**src/rtl/sensor_inject_sched.sv**
```systemverilog
// sensor_inject_sched: frames a recirculating cell stream into AXI-Stream bursts with idle gaps.
// Define SENSOR_INJECT_SCHED_STALL_EN to build the sink-stall cycle counter.
module sensor_inject_sched #(
  parameter int CNT_W = 32,
  parameter int GAP_W = 16
) (
  input  logic             clk,
  input  logic             reset,
  input  logic             i_START,
  input  logic             i_START_wstrobe,
  input  logic             i_STOP,
  input  logic             i_STOP_wstrobe,
  input  logic [CNT_W-1:0] i_FRAME_LEN,
  input  logic [CNT_W-1:0] i_FRAME_COUNT,
  input  logic [GAP_W-1:0] i_GAP_CYCLES,
  input  logic [31:0]      i_FIFO_COUNT,
  output logic             o_RUN,
  output logic             o_BUSY,
  output logic             o_START_ERR,
  output logic [CNT_W-1:0] o_FRAMES_SENT,
  output logic [31:0]      o_STALL_CYCLES,
  input  logic [7:0]       s_axis_tdata,
  input  logic             s_axis_tvalid,
  output logic             s_axis_tready,
  output logic [7:0]       m_axis_tdata,
  output logic             m_axis_tvalid,
  input  logic             m_axis_tready,
  output logic             m_axis_tlast
);
  localparam logic [1:0] IDLE = 2'd0, STREAM = 2'd1, GAP = 2'd2;
  logic [1:0] state_q, state_d;
  logic [CNT_W-1:0] len_q, len_d, count_q, count_d, frames_q, frames_d, cell_q, cell_d;
  logic [GAP_W-1:0] gap_q, gap_d, gap_cnt_q, gap_cnt_d;
  logic stop_pend_q, stop_pend_d, err_q, err_d, run_q, run_d;
  logic start, stop, streaming, beat, last, accept, done;
  logic [CNT_W-1:0] frames_inc;
  assign start = i_START & i_START_wstrobe;
  assign stop = i_STOP & i_STOP_wstrobe;
  assign streaming = state_q == STREAM;
  assign m_axis_tdata = s_axis_tdata;
  assign m_axis_tvalid = s_axis_tvalid & streaming;
  assign s_axis_tready = m_axis_tready & streaming;
  assign beat = m_axis_tvalid & m_axis_tready;
  assign last = streaming & (cell_q == len_q - CNT_W'(1));
  assign m_axis_tlast = last;
  assign accept = (state_q == IDLE) & start & ~stop & (i_FRAME_LEN != '0) & (i_FIFO_COUNT != '0);
  assign frames_inc = &frames_q ? frames_q : frames_q + CNT_W'(1);
  // a stop arriving on the tlast beat itself still ends after that frame
  assign done = stop_pend_q | stop | ((count_q != '0) & (frames_inc == count_q));
  assign o_RUN = run_q;
  assign o_BUSY = state_q != IDLE;
  assign o_START_ERR = err_q;
  assign o_FRAMES_SENT = frames_q;
  always_comb begin
    state_d = state_q;
    len_d = len_q;
    count_d = count_q;
    gap_d = gap_q;
    frames_d = frames_q;
    cell_d = cell_q;
    gap_cnt_d = gap_cnt_q;
    stop_pend_d = stop_pend_q;
    err_d = start & ~stop & ~accept;
    if (accept) begin
      state_d = STREAM;
      len_d = i_FRAME_LEN;
      count_d = i_FRAME_COUNT;
      gap_d = i_GAP_CYCLES;
      frames_d = '0;
      cell_d = '0;
      gap_cnt_d = '0;
      stop_pend_d = 1'b0;
    end else if (streaming) begin
      stop_pend_d = stop_pend_q | stop;
      if (beat) cell_d = last ? '0 : cell_q + CNT_W'(1);
      if (beat & last) begin
        frames_d = frames_inc;
        gap_cnt_d = '0;
        state_d = done ? IDLE : (gap_q != '0) ? GAP : STREAM;
      end
    end else if (state_q == GAP) begin
      gap_cnt_d = gap_cnt_q + GAP_W'(1);
      state_d = stop ? IDLE : (gap_cnt_q == gap_q - GAP_W'(1)) ? STREAM : GAP;
    end
    run_d = state_d != IDLE;
  end
  always_ff @(posedge clk or posedge reset) begin
    if (reset) begin
      state_q <= IDLE;
      len_q <= '0;
      count_q <= '0;
      gap_q <= '0;
      frames_q <= '0;
      cell_q <= '0;
      gap_cnt_q <= '0;
      stop_pend_q <= 1'b0;
      err_q <= 1'b0;
      run_q <= 1'b0;
    end else begin
      state_q <= state_d;
      len_q <= len_d;
      count_q <= count_d;
      gap_q <= gap_d;
      frames_q <= frames_d;
      cell_q <= cell_d;
      gap_cnt_q <= gap_cnt_d;
      stop_pend_q <= stop_pend_d;
      err_q <= err_d;
      run_q <= run_d;
    end
  end
`ifdef SENSOR_INJECT_SCHED_STALL_EN
  logic [31:0] stall_q, stall_d;
  always_comb stall_d = accept ? '0 : (streaming & s_axis_tvalid & ~m_axis_tready & ~&stall_q) ? stall_q + 32'd1 : stall_q;
  always_ff @(posedge clk or posedge reset) begin
    if (reset) stall_q <= '0;
    else stall_q <= stall_d;
  end
  assign o_STALL_CYCLES = stall_q;
`else
  assign o_STALL_CYCLES = '0;
`endif
endmodule
```
**config.mk**
```make
export PLATFORM = sky130hd
export DESIGN_NAME = sensor_inject_sched
export DESIGN_NICKNAME = d
export VERILOG_FILES = /design/src/rtl/sensor_inject_sched.sv
export SDC_FILE = /design/constraint.sdc
export NUM_CORES = 1
export LEC_CHECK = 0
export ABC_AREA = 1
export BUFFER_PORTS_ARGS = -buffer_cell sky130_fd_sc_hd__buf_2
export CAP_MARGIN = 30
export CELL_PAD_IN_SITES_DETAIL_PLACEMENT = 1
export CELL_PAD_IN_SITES_GLOBAL_PLACEMENT = 1
export CORE_MARGIN = 8
export CORE_UTILIZATION = 44
export CTS_CLUSTER_DIAMETER = 120
export DETAILED_ROUTE_END_ITERATION = 7
export MAX_ROUTING_LAYER = met4
export PLACE_DENSITY = 0.95
export SYNTH_ARGS = -nofsm -noshare
export SYNTH_HDL_FRONTEND = slang
export SYNTH_SLANG_ARGS = --single-unit
```
**constraint.sdc**
```tcl
create_clock -name clk -period 14.84 [get_ports clk]
set_clock_uncertainty 0.15 [all_clocks]
set_input_delay 3.71 -clock clk [delete_from_list [all_inputs] [get_ports clk]]
set_output_delay 3.71 -clock clk [all_outputs]
set_load 0.1 [all_outputs]
```
==> flow_metrics.py <==
metrics = {
    "placed_design": {
        "place_inst": 2179,
        "pre_cts_slack_ns": 6.60,
        "port_buffers": 157,
        "dpl.hpwl_mm": 31.6,
        "place_congestion": 0.934,
    },
    "clocking": {
        "clockRootBuffer": "clkbuf_16",
        "cts.sinks": 165,
        "clock_latency_ns": 0.46,
        "post_cts_buffers": 0,
        "cts.hold.buffers_added": 0,
        "cts_tree": "yes",
        "post_cts_resize_count": 0,
        "clk_transition_reported_paths_ns": 0.07,
        "cts_buffer_depth": 2,
        "cts-htree-levels": 4,
        "numCtsBuffers": 17,
    },
    "power_and_ir_drop": {
        "netSwitchingPower_uw": 1330,
        "p_leak_uw": 0.00639,
        "clockPowerShare_pct": 18.5,
        "p_int_uw": 1250,
        "seq_power_share_pct": 32.5,
        "ir_drop_v": 0.0000987,
        "pwr_density_cell_nw_per_um2": 195,
        "finalPower_uw": 2580,
        "p_sw_share_pct": 51.6,
        "power_frac_comb_pct": 49.1,
    },
    "grt": {
        "grt_usage_pct": 28.1,
        "gr-total-overflow": 0,
        "use_met3_pct": 3.75,
        "antenna_found_initial": 1,
        "grt_pass1_vias": 13200,
        "gr-usage-met2_pct": 47.4,
        "grt_pass1_wl_mm": 69.5,
        "gr-max-usage-layer": "met2",
        "grt_start_max_net_pins": 103,
        "grt_use_met1_pct": 34.0,
    },
    "sta": {
        "report.final.slew_viol_count": 0,
        "fin_ws_ns": 6.59,
        "tightest_slew_ns": 1.07,
        "fin_crit_ns": 8.25,
        "min_period_over_period_pct": 55.6,
        "rsz0062_at_grt": "false",
        "slew_headroom_pct": 28.7,
        "hold_violations": 0,
        "setup_viol": 0,
        "fin_setup_tns_ns": 0,
        "max_freq_ghz": 0.121,
    },
    "synthesis": {
        "synthesis.area_um2": 11700,
        "yosysMostFrequentCell": "nand2_1",
        "synth_top_area_cell": "dfrtp_1",
        "ys.flop_type": "dfrtp_1",
        "synthTopCellsByCount": "nand2_1, inv_1, nor2_1",
        "async_flop_share_pct": 100,
        "avgSynthCellArea_um2": 6.77,
        "ys_ff_latch": 165,
        "synth_edf_count": 0,
        "synth.area.top_cells": "dfrtp_1, nand2_1, inv_1",
        "yosys_warnings": 0,
        "yosys.area.top_type_share_pct": 35.2,
        "synth_cells": 1731,
        "synthDistinctLibCells": 47,
        "seq_area_frac_synth_pct": 35.2,
    },
    "worst_hold_path": {
        "hold_start": "len_q[31]",
        "min_path_cells": 2,
        "hp-class": "register to register",
        "hold_end": "len_q[31]",
    },
    "status": {
        "outcome": "completed",
    },
    "drt": {
        "drc": 0,
        "wl_per_cell_um": 19.7,
        "drtIter0Drc": 888,
        "drt-total-wl_mm": 43.6,
        "ant_nets": 0,
        "vias_per_cell": 5.65,
        "dr.pass1.iters": 5,
        "vias": 12500,
    },
    "die": {
        "die_y_um": 179,
        "dieArea_um2": 32100,
        "io_pins": 206,
        "core_um2": 26100,
        "die_x_um": 179,
        "fp-row-count": 59,
        "initial_core_util_pct": 44.9,
    },
    "finish": {
        "final_cells": 2212,
        "area_growth_pct": 12.7,
        "post-route-util_pct": 50.6,
        "fin_nets": 1997,
        "drive_above_1_share_pct": 12.8,
    },
    "worst_setup_path": {
        "crit_fanout": 2,
        "worstSetupPathType": "input pin to primary output",
        "crit_start": "m_axis_tready",
        "r2r_start": "len_q[0]",
        "cp.required_ns": 10.98,
        "endpoint_kind": "primary output",
        "reg2reg_depth": 14,
        "crit-reg2reg-capture": "cell_q[20]",
        "reg2reg_slack_ns": 11.03,
        "crit_arrival_ns": 4.39,
        "start_kind": "input pin",
    },
    "run": {
        "maxCapViolCount": 0,
    },
}
registers in the layout (all words and copies together), names as in the netlist:
name / cells
len_q: 32
o_START_ERR: 1
o_RUN: 1
gap_q: 16
cell_q: 32
state_q: 2
gap_cnt_q: 16
count_q: 32
stop_pend_q: 1
o_FRAMES_SENT: 32
worst max path at each step:
stage                                to  slack, ns  depth (start not counted)
final                     s_axis_tready       6.59                          4
after global routing      s_axis_tready       6.57                          4
after CTS                 s_axis_tready       6.60                          4
after detailed placement  s_axis_tready       6.60                          4
after global placement    s_axis_tready       6.59                          4
after floorplan           s_axis_tready       5.96                          2
through the flow:
step                      cell area (um^2)  hold slack (ns)
after floorplan                      11800            0.318
after global placement               12600            0.344
after detailed placement             12600            0.383
after CTS                            13200            0.408
after global routing                 13200            0.417
final                                13200            0.403
area by class of cell:
| type | instances | area, um^2 |
|---|---|---|
| fillers | 3546 | 12900 |
| multi-input cells | 1299 | 6380 |
| clock inverters | 12 | 144 |
| well taps | 335 | 419 |
| repair buffers | 163 | 851 |
| clock buffers | 19 | 453 |
| diodes | 1 | 2.50 |
| inverters | 218 | 836 |
| flip-flops and latches | 165 | 4130 |
layout by cell type, fill, tap and decap left out, types with 3 or more instances in the layout:
cell type and n:
nor3_1 35, o21ai_0 91, nand2_2 7, inv_1 211, xor2_1 84, nor2_1 181
nor2_4 5, nand3_1 119, xnor2_1 16, buf_4 5, clkbuf_16 17, a21oi_1 8
clkinv_4 3, a22o_1 5, nand4_1 52, o21ai_2 4, ha_1 5, o21ai_1 30
o21bai_1 3, inv_6 6, nor4_1 32, conb_1 32, buf_2 157, nor2_2 11
nand2_1 523, dfrtp_1 165, nand2_4 4, nor3b_1 3, o22ai_1 29
logic make-up after synthesis:
group	count (synthesis)	synth area share, %
AND/OR/NAND/NOR	986	36.9
adder cells (fa/ha/maj)	5	0.534
AO/OA/AOI/OAI	175	8.34
XOR/XNOR	101	7.66
flip-flops	165	35.2
buffers and inverters	298	11.3
other	1	0.0320
worst max-delay path, stage by stage:
cell	delay, ns
buf_2	0.07
inv_1	0.03
nor2_1	0.12
buf_2	0.44
routing by layer:
metal,vias up,part of all wire [%]
li1,5754,-
met2,500,49
met5,-,0
met1,6136,42
met4,0,2.9
met3,103,5.5
power by group through the flow:
| stage | Combinational, uW | Clock, uW | Sequential [uW] |
|---|---|---|---|
| after global routing | 1390 | 491 | 856 |
| final | 1270 | 476 | 837 |
| after CTS | 1250 | 476 | 831 |
| after global placement | 1170 | 0 | 820 |
| after detailed placement | 1220 | 0 | 831 |
| after floorplan | 865 | 0 | 853 |
No activity file was read; power rests on OpenSTA's default activity.
